### src/rtl/add_seq_ctrl_pkg.sv
// Shared constants for the nibble-serial adder: FSM state encoding and nibble width.
package add_seq_ctrl_pkg;

    localparam int NIBW = 4;

    typedef enum logic [1:0] {
        IDLE = 2'd0,
        RUN  = 2'd1,
        DONE = 2'd2
    } state_e;

endpackage

### src/rtl/add_seq_ctrl_nib_add.sv
// nib_add: 4-bit adder with carry in/out; the single datapath slice reused every RUN cycle.
module nib_add
    import add_seq_ctrl_pkg::*;
(
    input  logic [NIBW-1:0] a,
    input  logic [NIBW-1:0] b,
    input  logic            cin,
    output logic [NIBW-1:0] s,
    output logic            cout
);

    // One extra bit holds the carry out of the nibble.
    assign {cout, s} = {1'b0, a} + {1'b0, b} + {{NIBW{1'b0}}, cin};

endmodule

### src/rtl/add_seq_ctrl.sv
// add_seq_ctrl: sequential WIDTH-bit adder that reuses one nibble adder over WIDTH/4
// cycles, LSB nibble first. Optional macro ADD_SEQ_SUB_EN adds a 'sub' port that
// turns the operation into a - b (computed as a + ~b + 1, c_in ignored).
module add_seq_ctrl
    import add_seq_ctrl_pkg::*;
#(
    parameter int WIDTH = 16
) (
    input  logic             clk,
    input  logic             rst_n,
    input  logic             start,
    input  logic [WIDTH-1:0] a,
    input  logic [WIDTH-1:0] b,
    input  logic             c_in,
`ifdef ADD_SEQ_SUB_EN
    input  logic             sub,
`endif
    output logic             busy,
    output logic             done,
    output logic [WIDTH-1:0] sum,
    output logic             c_out
);

    localparam int NIB  = WIDTH / NIBW;
    localparam int IDXW = (NIB > 1) ? $clog2(NIB) : 1;
    localparam logic [IDXW-1:0] LAST = IDXW'(NIB - 1);

    // Operand width must split evenly into at least two nibbles.
    if ((WIDTH % NIBW) != 0 || WIDTH < 8) begin : g_bad_width
        $error("add_seq_ctrl: WIDTH must be a multiple of 4 and at least 8");
    end

    state_e           state_q, state_d;
    logic [IDXW-1:0]  idx_q, idx_d;
    logic [WIDTH-1:0] a_q, a_d;
    logic [WIDTH-1:0] b_q, b_d;
    logic             carry_q, carry_d;
    logic [WIDTH-1:0] sum_q, sum_d;
    logic             cout_q, cout_d;

    logic [WIDTH-1:0] op_b;
    logic             op_cin;
    logic [NIBW-1:0]  nib_s;
    logic             nib_c;

    // Operand conditioning at capture time: subtraction becomes a + ~b + 1.
`ifdef ADD_SEQ_SUB_EN
    assign op_b   = sub ? ~b : b;
    assign op_cin = sub ? 1'b1 : c_in;
`else
    assign op_b   = b;
    assign op_cin = c_in;
`endif

    nib_add u_nib_add (
        .a    (a_q[idx_q*NIBW +: NIBW]),
        .b    (b_q[idx_q*NIBW +: NIBW]),
        .cin  (carry_q),
        .s    (nib_s),
        .cout (nib_c)
    );

    // Next-state and datapath update: capture on accepted start, one nibble per RUN cycle.
    always_comb begin
        state_d = state_q;
        idx_d   = idx_q;
        a_d     = a_q;
        b_d     = b_q;
        carry_d = carry_q;
        sum_d   = sum_q;
        cout_d  = cout_q;
        case (state_q)
            IDLE, DONE: begin
                if (start) begin
                    state_d = RUN;
                    a_d     = a;
                    b_d     = op_b;
                    carry_d = op_cin;
                    idx_d   = '0;
                    sum_d   = '0;
                    cout_d  = 1'b0;
                end else begin
                    state_d = IDLE;
                end
            end
            RUN: begin
                sum_d[idx_q*NIBW +: NIBW] = nib_s;
                carry_d = nib_c;
                if (idx_q == LAST) begin
                    state_d = DONE;
                    cout_d  = nib_c;
                end else begin
                    idx_d = idx_q + IDXW'(1);
                end
            end
            default: state_d = IDLE;
        endcase
    end

    // State and datapath registers; reset aborts any operation in progress.
    always_ff @(posedge clk or negedge rst_n) begin
        if (!rst_n) begin
            state_q <= IDLE;
            idx_q   <= '0;
            a_q     <= '0;
            b_q     <= '0;
            carry_q <= 1'b0;
            sum_q   <= '0;
            cout_q  <= 1'b0;
        end else begin
            state_q <= state_d;
            idx_q   <= idx_d;
            a_q     <= a_d;
            b_q     <= b_d;
            carry_q <= carry_d;
            sum_q   <= sum_d;
            cout_q  <= cout_d;
        end
    end

    assign busy  = (state_q == RUN);
    assign done  = (state_q == DONE);
    assign sum   = sum_q;
    assign c_out = cout_q;

endmodule
### config.mk
export PLATFORM = sky130hd
export DESIGN_NAME = add_seq_ctrl
export DESIGN_NICKNAME = d
export VERILOG_FILES = /design/src/rtl/add_seq_ctrl_pkg.sv /design/src/rtl/add_seq_ctrl_nib_add.sv /design/src/rtl/add_seq_ctrl.sv
export SDC_FILE = /design/constraint.sdc
export NUM_CORES = 1
export LEC_CHECK = 0
export CORE_MARGIN = 2
export CORE_UTILIZATION = 45
export DETAILED_ROUTE_END_ITERATION = 12
export DONT_BUFFER_PORTS = 1
export PLACE_DENSITY = 0.57
export SLEW_MARGIN = 15
export SYNTH_ARGS = -nofsm -noshare
export SYNTH_HDL_FRONTEND = slang
export SYNTH_SLANG_ARGS = --single-unit
### constraint.sdc
create_clock -name clk -period 2.9 [get_ports clk]
set_clock_uncertainty 0.05 [all_clocks]
set_input_delay 0.58 -clock clk [delete_from_list [all_inputs] [get_ports clk]]
set_output_delay 0.58 -clock clk [all_outputs]
set_load 0.05 [all_outputs]
==> reports/summary.txt <==
Initial core utilization -> 0.473
Nets -> 276
Setup TNS -> 0 ps
Post-synthesis instance total -> 229
Register area share after synthesis -> 0.549
Initial antenna violation count -> 0
H-tree lvl count -> 2
First-pass GRT wire length -> 8920 um
Cell area after synthesis -> 2460 um^2
Ports -> 55
Reg area -> 1350 um^2
Post-route ant nets -> 0
DP Cell Count -> 293
Syn_nets -> 274
GR Util All Layers -> 0.188
Post-DP HPWL -> 3900 um
Clk_lat worst skew -> 310 ps
Distinct cells, synth -> 33
Multi-input gate area -> 1040 um^2
Avg WL per Cell -> 17.3 um
Rel. slew slack -> 0.444
Highest net fanout along the worst path -> 7
Largest net degree at the start of global routing -> 55
HP Class -> input port to async pin
CTS sink cnt -> 54
DRC -> 0
EDFF count, synth -> 0
TritonRoute pass-1 iters -> 4
Most frequent cell after synthesis -> nand2_1
GP Congestion -> 0.834
WP buf/inv -> 0
FF+latch count, synth -> 54
Most used cell along the critical path -> fa_1
Number of global-route vias before repair -> 1739
Chip height -> 78.0 um
Max-cap violations -> 0
Outcome -> completed
Fillcell total -> 477
Row count -> 26
Hold Fails Final Rpt -> 0
Leakage -> 1.38 nW
Final Critical Period -> 2670 ps
Final setup viols -> 0
Largest delay contributor family on the critical path -> adder cells
Final Cycle Share -> 0.922
Prevailing post-synth register cell -> dfrtp_1
Final slew viol count -> 0
CTS max path bufs -> 2
Post-CTS resize count -> 0
Final Non-Filler Cells -> 302
Power per cell area -> 1410 nW/um^2
Top cells by area, synth -> dfrtp_1 55%, nand2_1 15%, mux4_2 7.3%, a22o_1 4.3%, ha_1 3.6%
GRT Residual Overflow -> 0
Syn Area/Cell -> 10.8 um^2
Worst-path cell chain -> mux4_2 > fa_1 > fa_1 > a21o_1 > a21oi_1 > mux2i_1
Reg clk slew, reported paths -> 90 ps
Worst Path Arrival -> 2810 ps
Max Clock Freq -> 0.374 GHz
Antenna cell count -> 0
Post-synth top area cell -> dfrtp_1
Port Buffer Count -> 0
Core area -> 5200 um^2
RSZ-0062 raised after global routing -> false
CTS root buf -> clkbuf_8
Crit-path max cell delay -> 570 ps
Synth warnings -> 0
Full die area -> 6080 um^2
Routed WL -> 5210 um
CP Class -> register to register
Area grow syn2layout -> 9.55%
Vias/cell -> 5.43
WP data required -> 3040 ps
Commonest cells post-synth -> 98 x nand2_1, 54 x dfrtp_1, 12 x a22o_1, 8 x buf_2, 8 x mux4_2
Vias after detailed routing -> 1641
Tightest Pin Transition -> 830 ps
CP endpoint kind -> register
WHS -> 69.4 ps
Worst path slowest cell -> mux4_2
Ratio of cells with drive above 1 in the final layout -> 0.116
Starting DRT DRC Count -> 112
Synth async-reset ratio -> 1.00
Num CTS Buffers -> 5
Die Wd -> 78.0 um
IR drop worst, VDD -> 0.491 mV
Area share of the largest cell type after synthesis -> 0.549
TritonCTS clock tree -> built
Critical path launch point type -> register
metal layers:
metal | vias up | wire [um] | GRT usage
met1 | 813 | 2370 | 0.262
met5 | - | 0 | 0
met4 | 0 | 73 | 0.0632
li1 | 774 | - | -
met3 | 8 | 258 | 0.0360
met2 | 46 | 2510 | 0.297
per-stage QoR:
stage	util	instance area, um^2	worst slack, ps	total power [mW]
after floorplan	-	2460	338	2.77
after global placement	0.486	2530	311	3.13
after detailed placement	0.486	2530	238	3.19
after CTS	0.518	2700	224	3.82
after global routing	0.518	2700	97.8	4.06
final	0.518	2700	225	3.79
report_power, final:
group / internal, mW / total (mW) / switching (mW) / leakage (nW)
Sequential: 1.07 / 1.61 / 0.534 / 0.693
Clock: 0.368 / 0.606 / 0.238 / 0.0714
Combinational: 0.682 / 1.58 / 0.898 / 0.611
Total: 2.12 / 3.79 / 1.67 / 1.38
logic make-up (layout without fill, tap and decap cells):
kind of cell | after synthesis | after routing | share of synthesized area
AND/OR/NAND/NOR | 113 | 113 | 0.196
flip-flops | 54 | 54 | 0.549
AO/OA/AOI/OAI | 27 | 27 | 0.0874
buffers and inverters | 15 | 18 | 0.0315
multiplexers | 10 | 10 | 0.0813
adder cells (fa/ha/maj) | 9 | 9 | 0.0518
XOR/XNOR | 1 | 1 | 0.00356
worst register-to-register path: stages, from the launching register on:
cell and delay (ps):
dfrtp_1 560, mux4_2 570, fa_1 450, fa_1 430, a21o_1 190, a21oi_1 200, mux2i_1 110
area by class of cell:
class	instances	share of cell area
clock inverters	2	0.0223
flip-flops and latches	54	0.501
repair buffers	6	0.0241
inverters	4	0.00557
multi-input cells	160	0.384
clock buffers	6	0.0306
well taps	70	0.0325
final timing paths:
| path | start | to | slack [ps] | cells after the start |
|---|---|---|---|---|
| min in group clk | b[3] | b_q[3] | 320 | 2 |
| min reg2reg | a_q[10] | a_q[10] | 430 | 2 |
| max in group asynchronous | rst_n | idx_q[0] | 2500 | 1 |
| min | rst_n | b_q[3] | 70 | 1 |
| max reg2reg | idx_q[0] | carry_q | 230 | 6 |
| max | idx_q[0] | carry_q | 230 | 6 |
placed cells by master (no fill, tap or decap):
master,instances
nor4b_1,1
and2b_1,1
a21oi_1,4
nand2_1,98
and3_1,3
clkbuf_8,6
buf_4,5
o21bai_1,1
nand2b_1,1
nand3_1,2
o21ai_0,2
a21o_1,1
inv_1,4
nor2b_2,2
or3b_1,1
and4_4,1
a211oi_1,1
ha_1,7
fa_1,2
bufinv_16,2
nor2_1,1
mux4_2,8
or3b_4,1
dfrtp_1,54
buf_16,1
xor2_1,1
o2bb2ai_1,1
a32o_1,4
a22o_1,12
and4bb_1,1
mux2i_1,2
a21oi_2,1
sequential cells by signal, summed over array words and instances (netlist names):
| name | cells |
|---|---|
| a_q | 16 |
| idx_q | 2 |
| b_q | 16 |
| sum | 16 |
| carry_q | 1 |
| c_out | 1 |
| state_q | 2 |
timing repair:
action,CTS,global route
hold buffers,1,0
setup endpoints to repair,0,0
setup buffers,0,0
hold endpoints to repair,54,0
No activity file was read; power rests on OpenSTA's default activity.
